<file path="src/rtl/load_store_unit_pkg.sv">
// Shared datapath types: ALU control/compare codes plus load/store unit states,
// error codes and RV32I load/store funct3 encodings.
package load_store_unit_pkg;

  typedef enum logic [3:0] {
    AluAdd, AluSub, AluAnd, AluOr, AluXor, AluSll, AluSrl, AluSra, AluSlt, AluSltu
  } alu_ctrl_t;

  typedef enum logic [2:0] {
    CompEq, CompNe, CompLt, CompGe, CompLtu, CompGeu
  } alu_comp_t;

  typedef enum logic [1:0] {
    LsuIdle,
    LsuReq,
    LsuDone
  } lsu_state_t;

  typedef enum logic [1:0] {
    LsuErrNone       = 2'd0,
    LsuErrMisaligned = 2'd1,
    LsuErrTimeout    = 2'd2,
    LsuErrIllegal    = 2'd3
  } lsu_err_t;

  localparam logic [2:0] F3Lb  = 3'b000;
  localparam logic [2:0] F3Lh  = 3'b001;
  localparam logic [2:0] F3Lw  = 3'b010;
  localparam logic [2:0] F3Lbu = 3'b100;
  localparam logic [2:0] F3Lhu = 3'b101;
  localparam logic [2:0] F3Sb  = 3'b000;
  localparam logic [2:0] F3Sh  = 3'b001;
  localparam logic [2:0] F3Sw  = 3'b010;

endpackage

</file>
<file path="src/rtl/lsu_align.sv">
// Combinational byte-lane logic: store data replication, byte enables and
// load data extraction with sign/zero extension.
module lsu_align
  import load_store_unit_pkg::*;
(
  input  logic [2:0]  funct3,
  input  logic [1:0]  addr_lo,
  input  logic [31:0] wdata,
  input  logic [31:0] mem_rdata,
  output logic [31:0] mem_wdata,
  output logic [3:0]  mem_be,
  output logic [31:0] load_data
);

  logic [31:0] shifted;

  always_comb begin
    mem_wdata = wdata;
    mem_be    = 4'b1111;
    case (funct3[1:0])
      2'b00: begin
        mem_wdata = {4{wdata[7:0]}};
        mem_be    = 4'b0001 << addr_lo;
      end
      2'b01: begin
        mem_wdata = {2{wdata[15:0]}};
        mem_be    = 4'b0011 << {addr_lo[1], 1'b0};
      end
      default: ;
    endcase
  end

  always_comb begin
    shifted = mem_rdata >> {addr_lo, 3'b000};
    case (funct3)
      F3Lb:    load_data = {{24{shifted[7]}}, shifted[7:0]};
      F3Lh:    load_data = {{16{shifted[15]}}, shifted[15:0]};
      F3Lbu:   load_data = {24'd0, shifted[7:0]};
      F3Lhu:   load_data = {16'd0, shifted[15:0]};
      default: load_data = shifted;
    endcase
  end

endmodule

</file>
<file path="src/rtl/load_store_unit.sv">
// Multicycle RV32I load/store unit: validates the access, runs one req/ready
// bus transaction with an optional timeout and returns extended load data.
module load_store_unit
  import load_store_unit_pkg::*;
#(
  parameter int unsigned TIMEOUT_CYCLES = 255
) (
  input  logic        clk,
  input  logic        rst,
  input  logic        start,
  input  logic        is_store,
  input  logic [2:0]  funct3,
  input  logic [31:0] addr,
  input  logic [31:0] wdata,
  output logic        busy,
  output logic        done,
  output logic [1:0]  err_code,
  output logic [31:0] rdata,
  output logic        mem_req,
  output logic        mem_we,
  output logic [31:0] mem_addr,
  output logic [31:0] mem_wdata,
  output logic [3:0]  mem_be,
  input  logic        mem_ready,
  input  logic [31:0] mem_rdata
);

  localparam int unsigned CntW = (TIMEOUT_CYCLES > 1) ? $clog2(TIMEOUT_CYCLES) : 1;

  lsu_state_t     state_q;
  logic           is_store_q;
  logic [2:0]     funct3_q;
  logic [1:0]     addr_lo_q;
  logic [CntW-1:0] cnt_q;

  logic        sel_in;
  logic [2:0]  al_funct3;
  logic [1:0]  al_addr_lo;
  logic [31:0] al_wdata;
  logic [3:0]  al_be;
  logic [31:0] load_data;
  logic        illegal;
  logic        misaligned;
  logic        timeout_hit;

  // Lane logic sees the live inputs while idle (to set up the request) and the
  // latched access afterwards (to extract load data at the handshake).
  always_comb begin
    sel_in     = (state_q == LsuIdle);
    al_funct3  = sel_in ? funct3 : funct3_q;
    al_addr_lo = sel_in ? addr[1:0] : addr_lo_q;
  end

  lsu_align u_align (
    .funct3    (al_funct3),
    .addr_lo   (al_addr_lo),
    .wdata     (wdata),
    .mem_rdata (mem_rdata),
    .mem_wdata (al_wdata),
    .mem_be    (al_be),
    .load_data (load_data)
  );

  always_comb begin
    illegal     = is_store ? (funct3 > F3Sw) : (funct3 == 3'b011 || funct3[2:1] == 2'b11);
    misaligned  = (funct3[1:0] == 2'b01 && addr[0]) ||
                  (funct3[1:0] == 2'b10 && addr[1:0] != 2'b00);
    timeout_hit = (TIMEOUT_CYCLES != 0) && (cnt_q == CntW'(TIMEOUT_CYCLES - 1));
  end

  always_ff @(posedge clk or posedge rst) begin
    if (rst) begin
      state_q    <= LsuIdle;
      is_store_q <= 1'b0;
      funct3_q   <= 3'd0;
      addr_lo_q  <= 2'd0;
      cnt_q      <= '0;
      busy       <= 1'b0;
      done       <= 1'b0;
      err_code   <= 2'd0;
      rdata      <= 32'd0;
      mem_req    <= 1'b0;
      mem_we     <= 1'b0;
      mem_addr   <= 32'd0;
      mem_wdata  <= 32'd0;
      mem_be     <= 4'd0;
    end else begin
      done <= 1'b0;
      case (state_q)
        LsuIdle: begin
          if (start) begin
            is_store_q <= is_store;
            funct3_q   <= funct3;
            addr_lo_q  <= addr[1:0];
            rdata      <= 32'd0;
            busy       <= 1'b1;
            if (illegal) begin
              state_q  <= LsuDone;
              done     <= 1'b1;
              err_code <= LsuErrIllegal;
            end else if (misaligned) begin
              state_q  <= LsuDone;
              done     <= 1'b1;
              err_code <= LsuErrMisaligned;
            end else begin
              state_q   <= LsuReq;
              cnt_q     <= '0;
              mem_req   <= 1'b1;
              mem_we    <= is_store;
              mem_addr  <= {addr[31:2], 2'b00};
              mem_wdata <= al_wdata;
              mem_be    <= al_be;
            end
          end
        end
        LsuReq: begin
          // A ready on the final counted cycle completes the access normally.
          if (mem_ready) begin
            state_q  <= LsuDone;
            done     <= 1'b1;
            err_code <= LsuErrNone;
            rdata    <= is_store_q ? 32'd0 : load_data;
            mem_req  <= 1'b0;
            mem_we   <= 1'b0;
            mem_be   <= 4'd0;
          end else if (timeout_hit) begin
            state_q  <= LsuDone;
            done     <= 1'b1;
            err_code <= LsuErrTimeout;
            mem_req  <= 1'b0;
            mem_we   <= 1'b0;
            mem_be   <= 4'd0;
          end else begin
            cnt_q <= cnt_q + 1'b1;
          end
        end
        LsuDone: begin
          state_q  <= LsuIdle;
          busy     <= 1'b0;
          err_code <= 2'd0;
        end
        default: state_q <= LsuIdle;
      endcase
    end
  end

endmodule

</file>
<file path="config.mk">
export PLATFORM = sky130hd
export DESIGN_NAME = load_store_unit
export DESIGN_NICKNAME = d
export VERILOG_FILES = /design/src/rtl/load_store_unit_pkg.sv /design/src/rtl/lsu_align.sv /design/src/rtl/load_store_unit.sv
export SDC_FILE = /design/constraint.sdc
export NUM_CORES = 1
export LEC_CHECK = 0
export ABC_AREA = 1
export BUFFER_PORTS_ARGS = -buffer_cell sky130_fd_sc_hd__buf_4
export CELL_PAD_IN_SITES_DETAIL_PLACEMENT = 1
export CELL_PAD_IN_SITES_GLOBAL_PLACEMENT = 2
export CORE_AREA = 2 2 149 151
export DETAILED_ROUTE_END_ITERATION = 6
export DIE_AREA = 0 0 151 153
export GPL_TIMING_DRIVEN = 0
export PLACE_DENSITY = 0.85
export SLEW_MARGIN = 25
export SYNTH_ARGS = -nofsm -noshare
export SYNTH_HDL_FRONTEND = slang
export SYNTH_HIERARCHICAL = 1
export SYNTH_SLANG_ARGS = --single-unit
</file>
<file path="constraint.sdc">
create_clock -name clk -period 7.4 [get_ports clk]
set_input_delay 1.11 -clock clk [delete_from_list [all_inputs] [get_ports clk]]
set_output_delay 1.11 -clock clk [all_outputs]
set_load 0.01 [all_outputs]
</file>
==> results.tsv <==
metric	value	unit
status	finished, final reports clean	
crit_path_top_delay_cell	o21ai_0	
syn_area	0.00637	mm2
hold_path_startpoint	mem_wdata[18]	
dp_cells	1345	
synth-xor-area-share	0.412	%
peakVddDrop	0.178	mV
finalSetupTns	0	ns
setup_viol	0	
drt_iter0_drc	283	
r2r_setup_slack	4.58	ns
drtPass1Iterations	4	
layout-drive-gt1-share	28.4	%
start_util	29.7	%
grt_usage	19.8	%
num-nets-final	1194	
hpwl	17.5	mm
synth_top_family_by_area	simple AND/OR/NAND/NOR gates	
cts_buffers	17	
cap_violations	0	
core.rowCount	54	
worstPathArrival	3.11	ns
dieArea	0.0231	mm2
layout_common_cells	nand2_1, buf_4, dfrtp_1	
yosys_register_bits	120	
vias_per_cell	4.52	
synth-compound-area-share	8.71	%
synth_fa_ha_area_share	1.18	%
cp-end-kind	flip-flop	
tightest_slew	0.581	ns
worstPathRequired	7.69	ns
cp-start-kind	flip-flop	
insertion_delay	0.42	ns
synth_seq_area_share	47.1	%
reg2reg_from	state_q[1]	
cts_tree	done	
cts_hold_buf	0	
htreeDepth	4	
final_cells	1377	
critical_path_class	flip-flop to flip-flop	
core-area	0.0215	mm2
worstHoldPathType	flip-flop to flip-flop	
overflow	0	
syn2layout_area_growth	39.0	%
period_minus_slack	2.82	ns
clockBufferDepth	2	
regToRegEndpoint	rdata[21]	
yosys.area_share.simple	32.1	%
ys_warn_count	6	
syn-instance-count	856	
antenna_found_initial	0	
grt_pass1_vias	6484	
slowest_delay	0.53	ns
io_buffers	207	
io_pins	210	
synth_mux_area_share	0	%
ff2ff_path_depth	15	
crit_chain	inv_1 > ha_1 > inv_2 > clkbuf_1 > o21ai_0 > inv_2 > nand2_1 > nand2_1 > nand2_1 > nand2_2 > nand2_4 > buf_6 > nand3_1 > nand3_1 > o21ai_0	
synth_cell_types	28	
post_cts_buffers	0	
cts.sinks	120	
cp_num_buf_inv	5	
vias	6230	
crit_path_frequent_cell	nand2_1	
cts-resized-gates	0	
whs_endpoint	mem_wdata[18]	
ctsRootBufferMaster	clkbuf_16	
crit_family	buffers and inverters	
routed_wl	22.7	mm
wl_per_cell	16.5	um
timing.fmax	0.354	GHz
drv_slew	0	
clock_skew	0.0113	ns
path_clk_slew	0.06	ns
final_antenna_net_count	0	
place.gp.congestion	0.812	
rsz0062_at_grt	no	
crit_fanout	10	
grt_pass1_wl	35.4	mm
whs_path_depth	2	
die_w	151	um
hold_viol	0	
syn_avg_cell_area	7.45	um2
drc_errors	0	
slew_headroom	60.9	%
mostFrequentLayoutCell	nand2_1	
period_share	38.1	%
grt_max_degree	77	
p_leak	4.78	nW
power.density	434	mW/mm2
total_power	3.84	mW
die_y	153	um
diodes	0	
## state kept, by name, summed over array words and instances, names as in the netlist
signal,flops
is_store_q,1
mem_req,1
err_code,2
mem_wdata,32
busy,1
mem_we,1
rdata,32
funct3_q,3
addr_lo_q,2
mem_addr,30
cnt_q,8
mem_be,4
state_q,2
done,1
## layout make-up
class	count	area, um2
well taps	280	350
fillers	2699	12600
clock inverters	14	115
multi-input cells	609	2710
clock buffers	18	429
inverters	76	295
flip-flops and latches	120	3000
plain buffers	52	375
repair buffers	208	1580
## through the flow
stage | utilization [%] | hold slack, ns | area (um2) | setup slack [ns]
after floorplan | - | 0.453 | 6380 | 3.10
after global placement | 38.6 | 0.455 | 8280 | 1.26
after detailed placement | 38.7 | 0.461 | 8320 | 4.46
after CTS | 41.2 | 0.477 | 8860 | 4.54
after global routing | 41.2 | 0.499 | 8860 | 4.26
final | 41.2 | 0.471 | 8860 | 4.58
## worst max-delay path by stage
stage	start	slack [ns]	to	cells past startpoint
2_1_floorplan	rst	3.10	addr_lo_q[0]	1
3_3_place_gp	rst	1.26	mem_addr[22]	2
3_5_place_dp	addr[0]	4.46	rdata[19]	13
4_1_cts	state_q[0]	4.54	rdata[17]	13
5_1_grt	state_q[0]	4.26	rdata[19]	15
6_report	state_q[1]	4.58	rdata[21]	15
## cell families after synthesis
family,Yosys count
simple gates,494
buf+inv,128
flops,120
compound gates,104
fa+ha+maj,6
xor+xnor,3
other cells,1
## report_power, final
part           leakage (nW)  internal, mW  switching, mW
sequential             1.56         0.910          0.149
combinational          2.96         0.786           1.21
clock                 0.253         0.437          0.350
## metal layers
metal  global-route usage, %  routed length [um]
met5                       0                   0
met4                    4.23                 206
met3                    4.93                1560
met2                    32.4               10400
met1                    26.5               10500
## Yosys cell counts
master    count  area, um2
nand2_1     370       1390
dfrtp_1     120       3000
nand3_1      80        400
inv_1        69        259
o21ai_0      62        310
nor2_1       25       93.8
o21ai_1      20        100
buf_2        17       85.1
buf_4        14        105
buf_6        14        158
o211ai_1     10       75.1
a21oi_1       9       45.0
clkbuf_1      6       22.5
ha_1          6       75.1
inv_2         6       22.5
nand3_2       5       50.1
nor2_4        4       45.0
nand2_2       3       18.8
nor2_2        3       18.8
a21oi_2       2       17.5
nand2_4       2       22.5
nor3_1        2       10.0
xor2_1        2       17.5
clkbuf_2      1       5.00
conb_1        1       3.75
inv_4         1       6.26
o21a_1        1       7.51
xnor2_1       1       8.76
## worst min-delay path, delay by kind of cell (launching register included)
kind | cells | cell delay (ns)
AND/OR/NAND/NOR | 2 | 0.09
flip-flops | 1 | 0.34
Note: power is estimated with default switching activity, not from simulation.
